`src/rtl/vdf_pkg.sv`:
```
// Shared VDF definitions: default widths, controller state encoding and the
// squarer timing constants the controller and its bench depend on.
package vdf_pkg;

  localparam int unsigned VDF_MOD_LEN      = 128;
  localparam int unsigned VDF_T_WIDTH      = 32;

  // Modular squarer timing: pipeline depth and start-to-first-result latency.
  localparam int unsigned PIPELINE_DEPTH   = 10;
  localparam int unsigned SQ_FIRST_LATENCY = 11;

  typedef enum logic [1:0] {
    IDLE,
    START,
    RUN,
    DONE
  } vdf_ctrl_state_t;

endpackage

```
`src/rtl/vdf_iter_ctrl.sv`:
```
// VDF iteration sequencer: accepts a job (x, T), starts the modular squarer
// with x, counts T squarer result pulses and returns y = x^(2^T) mod N.
// A watchdog ends the job with res_err when the squarer stops delivering.
//
// Ports:
//   clk, reset            clock, synchronous active-high reset
//   job_valid/job_ready   job handshake; job_x base, job_t squaring count
//   sq_start, sq_in       one-cycle start pulse and base value to the squarer
//   sq_out, sq_valid      squarer result and its per-squaring valid pulse
//   res_valid/res_ready   result handshake; res_y value, res_err watchdog flag
//   busy, iter_count      not idle; squarings completed for the current job
module vdf_iter_ctrl
  import vdf_pkg::*;
#(
  parameter int unsigned MOD_LEN = VDF_MOD_LEN,
  parameter int unsigned T_WIDTH = VDF_T_WIDTH,
  parameter int unsigned TIMEOUT = 16
) (
  input  logic               clk,
  input  logic               reset,
  input  logic               job_valid,
  output logic               job_ready,
  input  logic [MOD_LEN-1:0] job_x,
  input  logic [T_WIDTH-1:0] job_t,
  output logic               sq_start,
  output logic [MOD_LEN-1:0] sq_in,
  input  logic [MOD_LEN-1:0] sq_out,
  input  logic               sq_valid,
  output logic               res_valid,
  input  logic               res_ready,
  output logic [MOD_LEN-1:0] res_y,
  output logic               res_err,
  output logic               busy,
  output logic [T_WIDTH-1:0] iter_count
);

  localparam int unsigned WD_W = (TIMEOUT > 1) ? $clog2(TIMEOUT) : 1;

  // The watchdog must outlast the squarer's first-result latency.
  if (TIMEOUT <= SQ_FIRST_LATENCY) begin : g_bad_timeout
    $error("vdf_iter_ctrl: TIMEOUT must exceed the squarer first-result latency");
  end

  vdf_ctrl_state_t    state;
  logic [T_WIDTH-1:0] t_q;
  logic [T_WIDTH-1:0] remaining;
  logic [WD_W-1:0]    wd;
  logic               job_rdy_q;

  // Ready is forced low while reset is held so it reads 1 in the first cycle after.
  assign job_ready = job_rdy_q & ~reset;

  // Sequencer FSM with registered outputs.
  always_ff @(posedge clk) begin
    if (reset) begin
      state      <= IDLE;
      job_rdy_q  <= 1'b1;
      sq_start   <= 1'b0;
      sq_in      <= '0;
      t_q        <= '0;
      remaining  <= '0;
      wd         <= '0;
      res_valid  <= 1'b0;
      res_y      <= '0;
      res_err    <= 1'b0;
      busy       <= 1'b0;
      iter_count <= '0;
    end else begin
      case (state)
        IDLE: begin
          if (job_valid) begin
            sq_in      <= job_x;
            t_q        <= job_t;
            iter_count <= '0;
            res_err    <= 1'b0;
            wd         <= '0;
            busy       <= 1'b1;
            job_rdy_q  <= 1'b0;
            if (job_t == '0) begin
              // Zero squarings: x passes through unreduced.
              res_y     <= job_x;
              res_valid <= 1'b1;
              state     <= DONE;
            end else begin
              sq_start <= 1'b1;
              state    <= START;
            end
          end
        end

        START: begin
          sq_start  <= 1'b0;
          remaining <= t_q;
          state     <= RUN;
        end

        RUN: begin
          if (sq_valid) begin
            remaining  <= remaining - T_WIDTH'(1);
            iter_count <= iter_count + T_WIDTH'(1);
            wd         <= '0;
            if (remaining == T_WIDTH'(1)) begin
              res_y     <= sq_out;
              res_valid <= 1'b1;
              state     <= DONE;
            end
          end else if (wd == WD_W'(TIMEOUT - 1)) begin
            // Squarer stalled: report an error with a zeroed result.
            res_err   <= 1'b1;
            res_y     <= '0;
            res_valid <= 1'b1;
            state     <= DONE;
          end else begin
            wd <= wd + WD_W'(1);
          end
        end

        DONE: begin
          if (res_ready) begin
            res_valid <= 1'b0;
            busy      <= 1'b0;
            job_rdy_q <= 1'b1;
            state     <= IDLE;
          end
        end

        default: state <= IDLE;
      endcase
    end
  end

endmodule
```
`config.mk`:
```
export PLATFORM = sky130hd
export DESIGN_NAME = vdf_iter_ctrl
export DESIGN_NICKNAME = d
export VERILOG_FILES = /design/src/rtl/vdf_pkg.sv /design/src/rtl/vdf_iter_ctrl.sv
export SDC_FILE = /design/constraint.sdc
export NUM_CORES = 1
export LEC_CHECK = 0
export CORE_AREA = 4 4 227 229
export DETAILED_ROUTE_END_ITERATION = 8
export DIE_AREA = 0 0 231 233
export PLACE_DENSITY_LB_ADDON = 0.05
export SETUP_SLACK_MARGIN = 0.1
export SYNTH_ARGS = -nofsm -noshare
export SYNTH_HDL_FRONTEND = slang
export SYNTH_SLANG_ARGS = --single-unit
```
`constraint.sdc`:
```
create_clock -name clk -period 3.25 [get_ports clk]
set_input_delay 0.65 -clock clk [delete_from_list [all_inputs] [get_ports clk]]
set_output_delay 0.65 -clock clk [all_outputs]
set_load 0.02 [all_outputs]
```
==> metrics.csv, run 1 <==
metric,value,unit
outcome,"complete, no violations",
grtUsageTotal,0.237,
worstPathMaxFanout,52,
drive_above_1_share,0.0998,
area_growth,46.2,%
p_leak,9.77,nW
finClkSkew,0.0141,ns
io_pins,586,
worst-r2r-cell-count,8,
tns,0,ns
globalRouteOverflowTotal,0,
cts_buffers,43,
h-tree-depth,2,
r2r_slack,0.61,ns
vias_per_cell,4.96,
fp.dieW,231,µm
reg2reg_from,state[0],
slew_violations,0,
cts.sinks,363,
gp_congestion,0.826,
whs_path_depth,2,
cts_root_buf,clkbuf_16,
internal_power,9.64,mW
sw_frac_of_total,0.310,
async_flop_share,0,
setup_ws,0.580,ns
crit_chain,"clkdlybuf4s50_1, nor4_1, buf_4, nand4_1, buf_4, o21ai_0, buf_4, o211ai_4, buf_12, mux2_4",
comb_power_share,0.285,
crit_slowest_cell,nor4_1,
clock_path_buffers,3,
drt_iter0_markers,917,
worstPathArrival,3.11,ns
vias,16500,
wl_per_cell,20.4,µm
worst_hold_startpoint,reset,
p_sw,4.33,mW
tightestPinTransition,1.08,ns
rows,82,
yosys.cell_types.count,62,
synth_seq_cells,363,
synth_commonest_cells,"nand2_1, dfxtp_1, a21oi_1",
ys_warn_count,0,
clock_latency,0.56,ns
cts_resized,0,
synth_area_leaders,"dfxtp_1, mux2_4, nor2b_1",
post-dp-hpwl,49000,µm
p_per_area,550,mW/mm²
hp-class,input pin to flip-flop,
synthesis.instances,2089,
rsz0062_at_grt,false,
finalWirelength,67600,µm
min_period_over_period,0.822,
grt_pass1_wl,99200,µm
ctsHoldBuffers,0,
drtAntennaViolNets,0,
criticalPathCategory,input pin to flip-flop,
crit_path_start_kind,input pin,
cts_setup_buffers,0,
ir_drop,315,µV
slew-limit-headroom,0.278,
cap_violations,0,
path_common_cell,buf_4,
cp_num_buf_inv,5,
hold_viol,0,
fmax,375,MHz
synth_edf_count,0,
clk_pin_slew_worst_paths,0.05,ns
netlist_area,0.0174,mm²
synth_ff_type,dfxtp_1,
path_delay_family,buffers and inverters,
cts_tree,done,
power_frac_clock,0.349,
slowest_delay,0.48,ns
pre_cts_ws,0.0498,ns
seq_area,0.00727,mm²
yosysMostFrequentCell,nand2_1,
period_minus_slack,2.67,ns
finalNetCount,2908,
min_delay_worst_endpoint,sq_in[122],
antenna_found_initial,13,
synthesis.nets,2391,
firstDrtPassIters,5,
synth_top_area_cell,dfxtp_1,
nFillCells,4869,
regToRegEndpoint,res_y[63],
synth-seq-area-share,0.419,
p_total,14.0,mW
pwr-share-seq,0.367,
finalSetupViolations,0,
cp.required,3.69,ns
die_area,0.0538,mm²
io_buffers,585,
syn_area_per_cell,8.31,µm²
grt_pass1_vias,16100,
drc,0,
synthDominantCellAreaShare,0.419,
worstSetupStartpoint,job_t[16],
multi_input_comb_area,0.00933,mm²
grt_max_degree,235,
core,0.0497,mm²
die_h,233,µm
final_util,0.511,
initial_utilization,0.349,
end_kind,flip-flop,
power by group through the flow:
stage / Combinational [mW] / Sequential [mW] / Clock (mW)
after global placement: 3.96 / 5.20 / 0
after CTS: 4.01 / 5.12 / 5.01
after global routing: 4.27 / 5.18 / 5.20
after detailed placement: 4.00 / 5.21 / 0
after floorplan: 1.90 / 5.55 / 0
final: 3.98 / 5.12 / 4.87
cell usage in the layout (no fill, tap or decap), drive strengths merged, types with 9 or more instances in the layout:
cell | Yosys | final
o21ai | 24 | 24
buf | 34 | 48
inv | 21 | 21
nand2 | 384 | 384
xnor2 | 25 | 25
diode | 0 | 12
nor2 | 182 | 182
nand4 | 17 | 17
a21oi | 303 | 303
clkdlybuf4s50 | 0 | 584
ha | 9 | 9
clkbuf | 126 | 62
a31oi | 12 | 12
mux2i | 20 | 20
clkinv | 1 | 10
nor3 | 21 | 21
nor2b | 264 | 264
a221oi | 10 | 10
dfxtp | 363 | 363
nor4 | 31 | 31
mux2 | 129 | 129
a211oi | 9 | 9
nand3 | 22 | 22
worst reg2reg max path: stages, from the launching register on:
cell and delay (ns):
dfxtp_1 0.34, inv_1 0.17, ha_4 0.38, nand2b_1 0.15
o2111ai_1 0.31, nor4_4 0.12, o211ai_4 0.24, buf_12 0.35
mux2_4 0.46
worst max path at each step:
stage                 endpoint  slack [ns]  cells past startpoint
floorplan            job_ready        0.97                      4
global placement    res_y[115]       0.002                     11
detailed placement  res_y[113]        0.05                     11
CTS                  res_y[85]        0.61                      8
global route         res_y[85]        0.50                      8
finish               res_y[63]        0.58                     10
cell families (layout without fill, tap and decap cells):
group                      Yosys count  count (layout)  share of synthesized area
buffers and inverters              182             729                     0.0461
xor gates and xnor gates            31              31                     0.0156
AOI/OAI and AO/OA                  385             385                      0.121
adders and majority gates            9               9                    0.00649
muxes                              149             149                      0.121
and+or+nand+nor                    970             970                      0.271
other                                0              12                          0
DFF                                363             363                      0.419
per-layer routing:
layer,GRT usage,vias up,wire (µm)
met5,0,-,25
met4,0.102,4,2650
met3,0.0544,122,3950
met2,0.402,511,33300
met1,0.287,7795,27700
li1,-,8036,-
through the flow:
step / cell area (µm²) / std cells / hold WS [ns]
3_5_place_dp: 23900 / 3233 / 0.446
5_1_grt: 25400 / 3319 / 0.297
4_1_cts: 25300 / 3308 / 0.285
3_3_place_gp: 23900 / 3233 / 0.441
2_1_floorplan: 17400 / 2089 / 0.432
6_report: 25400 / 3320 / 0.321
layout make-up:
cell class,count,area share
Multi-Input combinational cell,1544,0.367
Sequential cell,363,0.286
Timing Repair Buffer,632,0.252
Clock buffer,62,0.0516
Tap cell,672,0.0331
Clock inverter,13,0.00473
Inverter,22,0.00325
Antenna cell,12,0.00118
registers in the layout (all words and copies together) (netlist names):
name and count:
state 2, job_rdy_q 1, remaining 32, res_valid 1, wd 4, t_q 32, sq_in 128, iter_count 32
res_err 1, sq_start 1, res_y 128, busy 1
No activity file was read; power rests on OpenSTA's default activity.
==> run 2, diff against run 1 <==
- clock period: 3.25 -> 2.75 ns (I/O delays scaled with it)
==> metrics.csv, run 2 (same netlist as run 1, synthesis figures left out) <==
metric,value,unit
die_area,0.0538,mm²
hold_viol,0,
tightestPinTransition,0.855,ns
final_cells,3334,
period_minus_slack,2.52,ns
finalNetCount,2926,
nFillCells,4809,
sw_frac_of_total,0.311,
min_period_over_period,0.915,
post-dp-hpwl,49300,µm
seq_area,0.00727,mm²
ir_drop,468,µV
cts_buffers,44,
drt_iter0_markers,948,
pwr-share-seq,0.364,
hp-class,input pin to flip-flop,
post-route-cell-area,0.0255,mm²
criticalPathCategory,input pin to flip-flop,
io_pins,586,
worst-r2r-cell-count,7,
grtUsageTotal,0.236,
wl_per_cell,20.4,µm
cap_violations,0,
finalWirelength,68200,µm
worstPathArrival,2.96,ns
crit_path_start_kind,input pin,
vias_per_cell,4.95,
initial_utilization,0.349,
power_frac_clock,0.350,
die_h,233,µm
worst_hold_startpoint,reset,
grt_max_degree,178,
regToRegEndpoint,res_y[78],
path_delay_family,buffers and inverters,
core,0.0497,mm²
finalSetupViolations,0,
h-tree-depth,2,
firstDrtPassIters,5,
p_total,16.6,mW
path_common_cell,buf_4,
setup_ws,0.233,ns
pre_cts_ws,-0.416,ns
area_growth,47.2,%
rsz0062_at_grt,false,
globalRouteOverflowTotal,0,
outcome,"complete, no violations",
gp_congestion,0.844,
p_leak,9.88,nW
grt_pass1_vias,15700,
io_buffers,585,
cp_num_buf_inv,5,
comb_power_share,0.287,
rows,82,
whs_path_depth,2,
dp_cells,3243,
crit_chain,"clkdlybuf4s50_1, nor4_2, buf_4, nand4_1, o21ai_1, buf_4, o211ai_4, buf_12, clkbuf_16, mux2_4",
grt_pass1_wl,99100,µm
cts_root_buf,clkbuf_16,
fp.dieW,231,µm
cp.required,3.20,ns
clock_latency,0.56,ns
reg.largest.list,"res_y (128), sq_in (128)",
fmax,397,MHz
vias,16500,
cts.sinks,363,
clk_pin_slew_worst_paths,0.06,ns
final_cell_mix,"clkdlybuf4s50_1, nand2_1, dfxtp_1, a21oi_1, nor2b_1",
r2r_slack,0.23,ns
slew_violations,0,
drive_above_1_share,0.105,
end_kind,flip-flop,
hold_ws,0.263,ns
layout_commonest_cell,clkdlybuf4s50_1,
cts_tree,done,
worstPathMaxFanout,29,
clock_path_buffers,3,
crit_slowest_cell,clkdlybuf4s50_1,
drc,0,
multi_input_comb_area,0.00934,mm²
slew-limit-headroom,0.430,
min_delay_worst_endpoint,t_q[5],
reg2reg_from,remaining[17],
finClkSkew,0.0202,ns
postPlaceCellArea,0.0240,mm²
p_sw,5.17,mW
p_per_area,652,mW/mm²
antenna_found_initial,5,
internal_power,11.5,mW
drtAntennaViolNets,0,
slowest_delay,0.44,ns
[run 2: worst reg2reg max path, delay by kind of cell (launching register included)]
kind            cells  cell delay, ns
mux                 1            0.39
compound gates      2            0.42
buf+inv             2            0.39
flops               1            0.37
simple gates        2            0.84
[run 2: cell type report]
type,count,area share
Timing Repair Buffer,649,0.257
Antenna cell,5,0.000490
Clock inverter,9,0.00372
Multi-Input combinational cell,1544,0.366
Sequential cell,363,0.285
Tap cell,672,0.0329
Inverter,22,0.00323
Clock buffer,70,0.0525
[run 2: what timing repair did]
| item | 4_1_cts | 5_1_grt |
|---|---|---|
| gates resized for setup | 1 | 12 |
| cloned | 0 | 2 |
| hold buffers | 0 | 0 |
| setup buffers | 0 | 5 |
| pin swaps | 0 | 1 |
| hold endpoints to repair | 0 | 0 |
| setup endpoints to repair | 8 | 127 |
[run 2: worst max path at each step]
stage	startpoint	end	slack, ns	depth (start not counted)
after global routing	job_t[23]	res_y[109]	0.11	10
after global placement	job_t[23]	res_y[61]	-0.38	9
final	job_t[23]	res_y[78]	0.23	10
after CTS	state[0]	res_y[2]	0.09	8
after floorplan	state[0]	iter_count[29]	0.53	8
after detailed placement	job_t[16]	res_y[50]	-0.42	9
[run 2: through the flow]
stage	TNS (ns)	util
floorplan	0	-
global placement	-44.08	0.483
detailed placement	-47.65	0.483
CTS	0	0.512
global route	0	0.514
finish	0	0.514
[run 2: power by group through the flow]
stage | registers (mW) | logic (mW) | clock network (mW)
2_1_floorplan | 6.55 | 2.24 | 0
3_3_place_gp | 6.14 | 4.70 | 0
3_5_place_dp | 6.16 | 4.74 | 0
4_1_cts | 6.05 | 4.76 | 5.96
5_1_grt | 6.11 | 5.11 | 6.19
6_report | 6.05 | 4.77 | 5.82
[run 2: layer usage]
metal	wire length, µm	vias to the layer above	track usage
met1	28100	7903	0.290
met4	1580	2	0.0639
met2	34700	468	0.419
met5	13	-	0
li1	-	8046	-
met3	3780	73	0.0495
==> run 3, diff against run 2 <==
- CORE_AREA: 4 4 227 229 -> 3 3 226 228
- DIE_AREA: 0 0 231 233 -> 0 0 229 231
- GPL_ROUTABILITY_DRIVEN: not set -> 0
- HOLD_SLACK_MARGIN: not set -> 0.08
==> metrics.csv, run 3 (same netlist as run 1, synthesis figures left out) <==
metric,value,unit
wl_met2,34600,µm
grt_pass1_vias,16200,
clock_latency,0.56,ns
cts_setup_buffers,0,
reg.largest.list,"res_y (128), sq_in (128)",
drc,0,
slew-limit-headroom,0.486,
core,0.0491,mm²
crit_path_start_kind,flip-flop,
cts_buffers,43,
nFillCells,4778,
outcome,"complete, no violations",
p_leak,9.78,nW
drtAntennaViolNets,0,
p_total,16.3,mW
worstPathMaxFanout,66,
seq_area,0.00727,mm²
cp.required,3.19,ns
period_minus_slack,2.52,ns
grt_pass1_wl,102000,µm
end_kind,flip-flop,
min_period_over_period,0.915,
io_pins,586,
cap_violations,0,
met3WireLength,4100,µm
globalRouteOverflowTotal,0,
worstPathArrival,2.96,ns
hp-class,input pin to flip-flop,
fp.dieW,229,µm
io_buffers,585,
finalSetupViolations,0,
postPlaceCellArea,0.0240,mm²
layout_commonest_cell,clkdlybuf4s50_1,
top_layer,met5,
cts_root_buf,clkbuf_16,
grt_max_degree,121,
final_util,0.517,
antenna_found_initial,7,
post-route-cell-area,0.0254,mm²
post-dp-hpwl,50100,µm
clock_path_buffers,3,
ctsHoldBuffers,0,
wirelength_met1,28300,µm
criticalPathCategory,flip-flop to flip-flop,
cts.sinks,363,
drt_iter0_markers,897,
wl_per_cell,20.7,µm
vias_per_cell,5.00,
cts_tree,done,
p_per_area,642,mW/mm²
multi_input_comb_area,0.00933,mm²
tightestPinTransition,0.770,ns
die_h,231,µm
area_growth,46.1,%
fmax,397,MHz
tns,0,ns
finClkSkew,0.0145,ns
clk_pin_slew_worst_paths,0.06,ns
hold_viol,0,
finalNetCount,2924,
firstDrtPassIters,5,
ir_drop,516,µV
vias,16600,
rsz0062_at_grt,false,
drive_above_1_share,0.101,
initial_utilization,0.354,
h-tree-depth,2,
slowest_delay,0.45,ns
final_cell_mix,"clkdlybuf4s50_1, nand2_1, dfxtp_1, a21oi_1, nor2b_1",
crit_chain,"inv_1, ha_4, nand2b_1, o2111ai_1, nor4_4, o211ai_4, buf_12, mux2_2",
crit_slowest_cell,buf_12,
pre_cts_ws,-0.306,ns
setup_ws,0.234,ns
grtUsageTotal,0.248,
slew_violations,0,
finalWirelength,68700,µm
rows,81,
die_area,0.0529,mm²
cts_resized,0,
==> run 3: changes by cell type in the layout (fill, tap and decap cells not counted), moves of 2 or more <==
cell       delta
buf_4         +2
nor4_1        +2
clkbuf_8      -4
clkinv_2      -3
clkbuf_16     -4
nor4_2        -2
==> run 3: worst paths after layout <==
check,startpoint,end,slack (ns),depth (start not counted)
worst max-delay path,state[0],res_y[126],0.23,8
worst max register to register,state[0],res_y[126],0.23,8
worst min register to register,sq_in[2],sq_in[2],0.45,2
worst min-delay path,reset,sq_in[122],0.26,2
==> run 3: layout make-up <==
type,count,area share
inverter,22,0.00326
clock inverter,8,0.00380
multi-input combinational,1544,0.368
tap,664,0.0328
clock buffer,63,0.0486
antenna,6,0.000592
sequential,363,0.287
timing repair buffer,648,0.257
==> run 3: worst max-delay path: cells and delay by family (launching register included) <==
| family | cells | cell delay, ns |
|---|---|---|
| muxes | 1 | 0.39 |
| AOI/OAI and AO/OA | 2 | 0.56 |
| DFF | 1 | 0.33 |
| adders and majority gates | 1 | 0.23 |
| and+or+nand+nor | 2 | 0.19 |
| buffers and inverters | 2 | 0.62 |
==> run 3: through the flow <==
| stage | hold slack, ns | std cells |
|---|---|---|
| 6_report | 0.261 | 3318 |
| 2_1_floorplan | 0.432 | 2089 |
| 4_1_cts | 0.214 | 3312 |
| 3_5_place_dp | 0.446 | 3241 |
| 3_3_place_gp | 0.441 | 3241 |
| 5_1_grt | 0.240 | 3317 |
==> run 3: layer usage <==
metal | global-route usage | vias to the layer above
met3 | 0.0550 | 85
met1 | 0.300 | 7955
met2 | 0.440 | 494
li1 | - | 8055
met4 | 0.0727 | 2
met5 | 0 | -
==> run 3: power breakdown <==
| part | total [mW] | switching, mW | internal [mW] |
|---|---|---|---|
| Sequential | 6.05 | 0.298 | 5.75 |
| Combinational | 4.72 | 2.55 | 2.17 |
| Clock | 5.52 | 2.26 | 3.26 |
